[src/rtl/sap_pkg.sv]
// Shared opcode, state and control-word definitions for the SAP-1.5 microsequencer.
// Optional conditional-jump support is selected by SAP_COND_JUMP_EN.
package sap_pkg;

  localparam logic [3:0] OP_NOP = 4'h0;
  localparam logic [3:0] OP_LDA = 4'h1;
  localparam logic [3:0] OP_ADD = 4'h2;
  localparam logic [3:0] OP_SUB = 4'h3;
  localparam logic [3:0] OP_STA = 4'h4;
  localparam logic [3:0] OP_LDI = 4'h5;
  localparam logic [3:0] OP_JMP = 4'h6;
  localparam logic [3:0] OP_JC  = 4'h7;
  localparam logic [3:0] OP_JZ  = 4'h8;
  localparam logic [3:0] OP_OUT = 4'hE;
  localparam logic [3:0] OP_HLT = 4'hF;

  // HALT sits at 7 so the state register can be exported directly as the step number
  typedef enum logic [2:0] {
    T0   = 3'd0,
    T1   = 3'd1,
    T2   = 3'd2,
    T3   = 3'd3,
    T4   = 3'd4,
    HALT = 3'd7
  } state_t;

  typedef struct packed {
    logic pc_oe;
    logic pc_inc;
    logic pc_load;
    logic mar_load;
    logic ram_oe;
    logic ram_we;
    logic ir_load;
    logic ir_oe;
    logic a_load;
    logic a_oe;
    logic b_load;
    logic alu_oe;
    logic alu_sub;
    logic out_load;
    logic flags_load;
  } ctrl_word_t;

  localparam int CW_W = $bits(ctrl_word_t);

  // Number of execute steps (T2 onward) an opcode occupies
  function automatic logic [1:0] exec_steps(input logic [3:0] op);
    case (op)
      OP_LDA, OP_STA: exec_steps = 2'd2;
      OP_ADD, OP_SUB: exec_steps = 2'd3;
      default:        exec_steps = 2'd1;
    endcase
  endfunction

endpackage

[src/rtl/sap_control_unit_if.sv]
// Opcode/flag inputs and control-strobe outputs between the microsequencer and the datapath.
interface sap_control_unit_if;
  logic [3:0] opcode;
  logic       flag_carry;
  logic       flag_zero;
  logic       pc_oe, pc_inc, pc_load;
  logic       mar_load;
  logic       ram_oe, ram_we;
  logic       ir_load, ir_oe;
  logic       a_load, a_oe, b_load;
  logic       alu_oe, alu_sub;
  logic       out_load;
  logic       flags_load;
  logic       halt;
  logic [2:0] step;

  modport master (
    input  opcode, flag_carry, flag_zero,
    output pc_oe, pc_inc, pc_load, mar_load, ram_oe, ram_we, ir_load, ir_oe,
           a_load, a_oe, b_load, alu_oe, alu_sub, out_load, flags_load, halt, step
  );

  modport slave (
    output opcode, flag_carry, flag_zero,
    input  pc_oe, pc_inc, pc_load, mar_load, ram_oe, ram_we, ir_load, ir_oe,
           a_load, a_oe, b_load, alu_oe, alu_sub, out_load, flags_load, halt, step
  );
endinterface

[src/rtl/sap_control_decoder.sv]
// Combinational control-word decode from T-state, opcode and flags.
// SAP_COND_JUMP_EN enables JC/JZ and the flags_load strobe of ADD/SUB.
module sap_control_decoder
  import sap_pkg::*;
(
  input  state_t     state,
  input  logic [3:0] opcode,
  input  logic       flag_carry,
  input  logic       flag_zero,
  output ctrl_word_t cw,
  output logic       last
);

`ifndef SAP_COND_JUMP_EN
  logic unused_flags;
  assign unused_flags = flag_carry ^ flag_zero;
`endif

  always_comb begin
    cw   = '0;
    last = 1'b0;
    case (state)
      T0: begin
        cw.pc_oe    = 1'b1;
        cw.mar_load = 1'b1;
      end
      T1: begin
        cw.ram_oe  = 1'b1;
        cw.ir_load = 1'b1;
        cw.pc_inc  = 1'b1;
      end
      T2: begin
        last = (exec_steps(opcode) == 2'd1);
        case (opcode)
          OP_LDA, OP_ADD, OP_SUB, OP_STA: begin
            cw.ir_oe    = 1'b1;
            cw.mar_load = 1'b1;
          end
          OP_LDI: begin
            cw.ir_oe  = 1'b1;
            cw.a_load = 1'b1;
          end
          OP_JMP: begin
            cw.ir_oe   = 1'b1;
            cw.pc_load = 1'b1;
          end
`ifdef SAP_COND_JUMP_EN
          // Flags are only consulted here; the jump is a plain JMP when taken
          OP_JC: begin
            cw.ir_oe   = flag_carry;
            cw.pc_load = flag_carry;
          end
          OP_JZ: begin
            cw.ir_oe   = flag_zero;
            cw.pc_load = flag_zero;
          end
`endif
          OP_OUT: begin
            cw.a_oe     = 1'b1;
            cw.out_load = 1'b1;
          end
          default: ;
        endcase
      end
      T3: begin
        last = (exec_steps(opcode) == 2'd2);
        case (opcode)
          OP_LDA: begin
            cw.ram_oe = 1'b1;
            cw.a_load = 1'b1;
          end
          OP_ADD, OP_SUB: begin
            cw.ram_oe = 1'b1;
            cw.b_load = 1'b1;
          end
          OP_STA: begin
            cw.a_oe   = 1'b1;
            cw.ram_we = 1'b1;
          end
          default: ;
        endcase
      end
      T4: begin
        last = 1'b1;
        if (opcode == OP_ADD || opcode == OP_SUB) begin
          cw.alu_oe  = 1'b1;
          cw.a_load  = 1'b1;
          cw.alu_sub = (opcode == OP_SUB);
`ifdef SAP_COND_JUMP_EN
          cw.flags_load = 1'b1;
`endif
        end
      end
      default: ;
    endcase
  end

endmodule

[src/rtl/sap_control_unit.sv]
// SAP-1.5 microsequencer top: T-state register, next-state logic and reset gating of strobes.
// Build option SAP_COND_JUMP_EN is honoured by the decoder.
module sap_control_unit
  import sap_pkg::*;
(
  input  logic               clk,
  input  logic               reset,
  sap_control_unit_if.master bus
);

  state_t     state, state_nxt;
  ctrl_word_t cw, cw_out;
  logic       last;

  sap_control_decoder u_dec (
    .state      (state),
    .opcode     (bus.opcode),
    .flag_carry (bus.flag_carry),
    .flag_zero  (bus.flag_zero),
    .cw         (cw),
    .last       (last)
  );

  always_ff @(posedge clk or posedge reset) begin
    if (reset) state <= T0;
    else       state <= state_nxt;
  end

  always_comb begin
    state_nxt = state;
    case (state)
      T0: state_nxt = T1;
      T1: state_nxt = T2;
      T2, T3, T4: begin
        if (state == T2 && bus.opcode == OP_HLT) state_nxt = HALT;
        else if (last)                           state_nxt = T0;
        else                                     state_nxt = state_t'(state + 3'd1);
      end
      HALT:    state_nxt = HALT;
      default: state_nxt = T0;
    endcase
  end

  // Strobes are forced low for the whole time reset is high, not just after the edge
  assign cw_out = reset ? '0 : cw;

  assign bus.pc_oe      = cw_out.pc_oe;
  assign bus.pc_inc     = cw_out.pc_inc;
  assign bus.pc_load    = cw_out.pc_load;
  assign bus.mar_load   = cw_out.mar_load;
  assign bus.ram_oe     = cw_out.ram_oe;
  assign bus.ram_we     = cw_out.ram_we;
  assign bus.ir_load    = cw_out.ir_load;
  assign bus.ir_oe      = cw_out.ir_oe;
  assign bus.a_load     = cw_out.a_load;
  assign bus.a_oe       = cw_out.a_oe;
  assign bus.b_load     = cw_out.b_load;
  assign bus.alu_oe     = cw_out.alu_oe;
  assign bus.alu_sub    = cw_out.alu_sub;
  assign bus.out_load   = cw_out.out_load;
  assign bus.flags_load = cw_out.flags_load;
  assign bus.halt       = !reset && (state == HALT);
  assign bus.step       = state;

endmodule
[src/flat_wrapper.sv]
// flat-port wrapper written by rule: the top's interface ports become plain ports
module sap_control_unit_flat import sap_pkg::*;
  (clk, reset, bus_opcode, bus_flag_carry, bus_flag_zero, bus_pc_oe, bus_pc_inc, bus_pc_load, bus_mar_load, bus_ram_oe, bus_ram_we, bus_ir_load, bus_ir_oe, bus_a_load, bus_a_oe, bus_b_load, bus_alu_oe, bus_alu_sub, bus_out_load, bus_flags_load, bus_halt, bus_step);
  sap_control_unit_if bus_i ();
  input  logic clk;
  input  logic reset;
  input wire logic [$bits(bus_i.opcode)-1:0] bus_opcode;
  input wire logic [$bits(bus_i.flag_carry)-1:0] bus_flag_carry;
  input wire logic [$bits(bus_i.flag_zero)-1:0] bus_flag_zero;
  output wire logic [$bits(bus_i.pc_oe)-1:0] bus_pc_oe;
  output wire logic [$bits(bus_i.pc_inc)-1:0] bus_pc_inc;
  output wire logic [$bits(bus_i.pc_load)-1:0] bus_pc_load;
  output wire logic [$bits(bus_i.mar_load)-1:0] bus_mar_load;
  output wire logic [$bits(bus_i.ram_oe)-1:0] bus_ram_oe;
  output wire logic [$bits(bus_i.ram_we)-1:0] bus_ram_we;
  output wire logic [$bits(bus_i.ir_load)-1:0] bus_ir_load;
  output wire logic [$bits(bus_i.ir_oe)-1:0] bus_ir_oe;
  output wire logic [$bits(bus_i.a_load)-1:0] bus_a_load;
  output wire logic [$bits(bus_i.a_oe)-1:0] bus_a_oe;
  output wire logic [$bits(bus_i.b_load)-1:0] bus_b_load;
  output wire logic [$bits(bus_i.alu_oe)-1:0] bus_alu_oe;
  output wire logic [$bits(bus_i.alu_sub)-1:0] bus_alu_sub;
  output wire logic [$bits(bus_i.out_load)-1:0] bus_out_load;
  output wire logic [$bits(bus_i.flags_load)-1:0] bus_flags_load;
  output wire logic [$bits(bus_i.halt)-1:0] bus_halt;
  output wire logic [$bits(bus_i.step)-1:0] bus_step;
  assign bus_i.opcode = bus_opcode;
  assign bus_i.flag_carry = bus_flag_carry;
  assign bus_i.flag_zero = bus_flag_zero;
  assign bus_pc_oe = bus_i.pc_oe;
  assign bus_pc_inc = bus_i.pc_inc;
  assign bus_pc_load = bus_i.pc_load;
  assign bus_mar_load = bus_i.mar_load;
  assign bus_ram_oe = bus_i.ram_oe;
  assign bus_ram_we = bus_i.ram_we;
  assign bus_ir_load = bus_i.ir_load;
  assign bus_ir_oe = bus_i.ir_oe;
  assign bus_a_load = bus_i.a_load;
  assign bus_a_oe = bus_i.a_oe;
  assign bus_b_load = bus_i.b_load;
  assign bus_alu_oe = bus_i.alu_oe;
  assign bus_alu_sub = bus_i.alu_sub;
  assign bus_out_load = bus_i.out_load;
  assign bus_flags_load = bus_i.flags_load;
  assign bus_halt = bus_i.halt;
  assign bus_step = bus_i.step;
  sap_control_unit u_core (.clk(clk), .reset(reset), .bus(bus_i));
endmodule
[config.mk]
export PLATFORM = sky130hd
export DESIGN_NAME = sap_control_unit_flat
export DESIGN_NICKNAME = d
export VERILOG_FILES = /design/src/rtl/sap_pkg.sv /design/src/rtl/sap_control_unit_if.sv /design/src/rtl/sap_control_decoder.sv /design/src/rtl/sap_control_unit.sv /design/src/flat_wrapper.sv
export SDC_FILE = /design/constraint.sdc
export NUM_CORES = 1
export LEC_CHECK = 0
export CORE_UTILIZATION = 37
export CTS_CLUSTER_DIAMETER = 150
export DETAILED_ROUTE_END_ITERATION = 16
export PLACE_DENSITY = 0.77
export SYNTH_ARGS = -nofsm -noshare
export SYNTH_HDL_FRONTEND = slang
export SYNTH_SLANG_ARGS = --single-unit
[constraint.sdc]
create_clock -name clk -period 1.72 [get_ports clk]
set_input_delay 0.172 -clock clk [delete_from_list [all_inputs] [get_ports clk]]
set_output_delay 0.172 -clock clk [all_outputs]
set_load 0.01 [all_outputs]
==> metrics.md, run 1 <==
| Metric | Value |
|---|---|
| Die height | 38.5 um |
| Failed at | global routing (5_1_grt) |
| # IOs | 27 |
| Outcome | stopped before the end |
| Die extent in x | 38.5 um |
| Cells after DPL | 123 |
| Synthesized area | 492 um^2 |
| Max H-tree Level | 1 |
| Num CTS Buffers | 3 |
| Dpl ws | -565 ps |
| Root Buffer | clkbuf_4 |
| Starting Density | 42.0% |
| Clock Path Buffers | 2 |
| CTS sink count | 3 |
| FP Rows | 12 |
| Synthesized flop and latch total | 3 |
| Synthesized area per cell | 7.68 um^2 |
| Dpl cell area | 913 um^2 |
| Port bufs | 23 |
| Worst EP post-GRT repair | bus_a_load |
| Count of warnings emitted by yosys | 0 |
| Run Error | [ERROR DPL-0033] detailed placement checks failed during check placement. |
| Worst ep type | output port |
| Initial antenna violation count | 0 |
| Synth top area share | 15.3% |
| Gate Count Post-Synth | 64 |
| Gp weighted congestion | 0.776 |
| Pin count of the biggest net entering global routing | 10 |
| Syn nets | 78 |
| Synth unique cells | 33 |
| Synth area leader | dfrtp_1 |
| Synth area leaders | dfrtp_1, ha_1, inv_1, nor2_1, a21oi_1 |
| # hold bufs at CTS | 0 |
| Part of the Yosys area used for sequential elements | 15.3% |
| Post-DP HPWL | 1.27 mm |
-- metrics by stage --
stage / hold slack [ps] / setup TNS [ps]
CTS: 340 / -440
detailed placement: 584 / -4830
global placement: 588 / -4360
floorplan: 111 / 0
-- kinds of logic after synthesis --
logic type	share of synthesized area, %
compound gates	16.3
fa+ha+maj	15.3
flops	15.3
mux	2.29
simple gates	40.7
other cells	0.763
buf+inv	9.41
-- Yosys cell counts --
cell type and instances:
a2111oi_0 1, a21oi_1 4, a31oi_1 1, and2_1 2
and2_2 1, and2b_1 1, and4_2 1, buf_2 1
buf_4 2, conb_1 1, dfrtp_1 3, ha_1 6
inv_1 7, mux2_2 1, nand2_1 3, nand2b_1 1
nand3_1 3, nand4_2 1, nand4b_1 1, nor2_1 7
nor2_4 1, nor2b_1 1, nor3_1 1, nor4b_1 1
nor4bb_1 1, o2111ai_2 1, o211ai_1 2, o21ai_0 2
o21ai_1 1, or2_1 1, or2_2 2, or2_4 1
or4b_4 1
-- timing repair --
item | CTS
cloned | 0
setup endpoints to repair | 15
gates resized for setup | 79
buffers inserted | 6
pin swaps | 11
==> run 2: changes to the inputs <==
Settings changed: CORE_AREA from default to 2 2 63 65, CORE_UTILIZATION 37 to default, CTS_CLUSTER_DIAMETER 150 to default, DIE_AREA from default to 0 0 65 67, PLACE_DENSITY 0.77 to default, PLACE_DENSITY_LB_ADDON from default to 0.15.
==> run 2 against run 1 <==
The flow now finishes, with violations (setup timing). Synthesized cell count stayed put. Synthesized area unchanged.
==> metrics.md, run 2 <==
| Metric | Value |
|---|---|
| Die extent in x | 65 um (was 38.5 um) |
| Total number of vias | 678 |
| FP Rows | 22 (was 12) |
| Met2 wire length | 1.05 mm |
| Synth unique cells | 33 (unchanged) |
| Gp weighted congestion | 0.793 (was 0.776) |
| WL met3 | 91 um |
| CP peak stage delay | 410 ps |
| WHS | 374 ps |
| # hold bufs at CTS | 0 (unchanged) |
| Crit share post-route | 111% |
| Max-slew violations | 0 |
| Synth Flop Type | dfrtp_1 (unchanged) |
| CP cell instances | inv_2 > ha_4 > and2b_2 > mux2_4 > a31oi_4 > a2111oi_4 > buf_2 |
| Most frequent cells in the layout | buf_4, buf_6, buf_2 |
| Static leakage | 0.562 nW |
| Commonest cells in the netlist | inv_1, nor2_1, ha_1 (unchanged) |
| Design area | 1230 um^2 |
| Worst path bufs/invs | 2 |
| Gate Count Post-Synth | 64 (unchanged) |
| Critical Path Source Type | flip-flop |
| Reg-to-reg setup timing slack | -60 ps |
| Die area | 4360 um^2 |
| Port bufs | 23 (unchanged) |
| Post-layout utilization of the core | 34.2% |
| Ratio of cells with drive above 1 in the final layout | 72.4% |
| Synthesized area | 492 um^2 (unchanged) |
| # IOs | 27 (unchanged) |
| Final hold vios | 0 |
| Dpl cell area | 1000 um^2 (was 913 um^2) |
| Syn nets | 78 (unchanged) |
| Post-synth ARST share | 100% (unchanged) |
| Outcome | complete, but fails checks (was stopped before the end) |
| Grt ovf | 0 |
| Num CTS Buffers | 3 (unchanged) |
| Synth area leader | dfrtp_1 (unchanged) |
| Worst path required time | 1550 ps |
| Fin crit period | 1900 ps |
| Unrepaired setup endpoints after global routing | true |
| Max frequency | 526 MHz |
| Total Power | 1.62 mW |
| Number of synthesized flops with an enable pin | 0 (unchanged) |
| Max H-tree Level | 1 (unchanged) |
| Initial antenna violation count | 0 |
| Max Fanout on Critical Path | 4 |
| Critical-path top delay cell | dfrtp_2 |
| Mean number of vias per cell | 3.87 |
| Final ANT Viol Nets | 0 |
| CTS tree | done |
| Core area | 3610 um^2 |
| Routed met1 length | 930 um |
| Starting Density | 13.6% (was 42.0%) |
| CTS sink count | 3 (unchanged) |
| Cells after DPL | 163 (was 123) |
| Synth area leaders | dfrtp_1, ha_1, inv_1, nor2_1, a21oi_1 (unchanged) |
| Die height | 67 um (was 38.5 um) |
| Fin Clk Skew | 0.502 ps |
| Synth top area share | 15.3% (unchanged) |
| Final setup vio count | 7 |
| Post-Layout Cell Count | 175 |
| Crit end category | output pin |
| Synthesized flop and latch total | 3 (unchanged) |
| Count of warnings emitted by yosys | 0 (unchanged) |
| First DRT Iteration DRCs | 3 |
| Part of the Yosys area used for sequential elements | 15.3% (unchanged) |
| Clock-pin slew on the worst setup and hold paths | 30 ps |
| Tot GR Track Use | 10.4% |
| Routed wire length | 2.07 mm |
| Final WS setup | -181 ps |
| Synthesized area per cell | 7.68 um^2 (unchanged) |
| 1st-pass router iterations | 2 |
| Highest routed layer | met3 |
| CP arrival | 1730 ps |
| Clock Latency Late Sink | 210 ps |
| Max FFs per register | 3 |
| Clock Path Buffers | 2 (unchanged) |
| CP delay by family, top | flip-flops |
| First-pass GRT wire length | 3.49 mm |
| Vias in the first global route | 728 |
| Worst Path Class, Setup | flip-flop to output pin |
| Peak supply drop | 0.000684 V |
| Failing checks | setup timing |
| Max-cap violations | 0 |
| Hold Crit Class | input pin to asynchronous set/reset pin |
| Most common cell after layout, fill and taps aside | buf_4 |
| Pin count of the biggest net entering global routing | 10 |
| Post-DP HPWL | 1.52 mm (was 1.27 mm) |
| DRC | 0 |
| Nets | 142 |
| Area growth syn-to-layout | 151% |
| # diodes | 0 |
| Root Buffer | clkbuf_8 (was clkbuf_4) |
| WL/cell | 11.8 um |
| Pwr dens | 1310 nW/um^2 |
-- run 2: cell counts after synthesis --
No cell type changed its count.
-- run 2: cells by family after synthesis --
group,share of synthesized area (%)
compound gates,16.3
other cells,0.763
buf+inv,9.41
mux,2.29
flops,15.3
fa+ha+maj,15.3
simple gates,40.7
-- run 2: through the flow --
stage / setup TNS (ps) / worst slack (ps)
after floorplan: 0 / 46.6
after global placement: -5900 / -583
after global routing: -1390 / -239
after detailed placement: -5640 / -577
after CTS: -403 / -176
final: -643 / -181
-- run 2: final timing paths --
kind | start | to | cells past startpoint
max reg2reg | u_core.bus.step[1] | u_core.bus.step[0] | 8
min | reset | u_core.bus.step[1] | 3
min reg2reg | u_core.bus.step[0] | u_core.bus.step[0] | 3
min in group clk | u_core.bus.step[0] | u_core.bus.step[0] | 3
max in group asynchronous | reset | u_core.bus.step[0] | 3
max | u_core.bus.step[0] | bus_a_load | 7
-- run 2: where the power goes --
group / internal (mW) / total (mW) / leakage (nW) / switching [mW]
registers: 0.111 / 0.160 / 0.0357 / 0.0482
clock network: 0.158 / 0.202 / 0.0228 / 0.0444
logic: 0.727 / 1.26 / 0.503 / 0.529
total: 0.996 / 1.62 / 0.562 / 0.622
-- run 2: per-layer routing --
layer / vias up / GRT usage, %
li1: 345 / -
met1: 314 / 13.3
met2: 19 / 17.5
met3: 0 / 2.20
met4: 0 / 3.19
met5: - / 0
-- run 2: repair_timing --
item | in CTS | in global routing
setup endpoints to repair | 15 | 18
pin swaps | 8 | 12
gates resized for setup | 74 | 34
setup buffers | 2 | 8
-- run 2: worst register-to-register path: stages, from the launching register on --
cell       delay [ps]
dfrtp_2           450
ha_4              180
and2b_2           220
buf_4             140
buf_6             100
buf_6             110
o2111ai_2          80
nand4_2           160
o211ai_1          240
-- run 2: final cells by class --
cell class | count | area, um^2
fill | 398 | 2370
multi-input combinational | 51 | 531
sequential | 3 | 77.6
tap | 48 | 60.1
timing repair buffer | 62 | 494
inverter | 7 | 26.3
clock buffer | 4 | 45.0
Note: power is estimated with default switching activity, not from simulation.
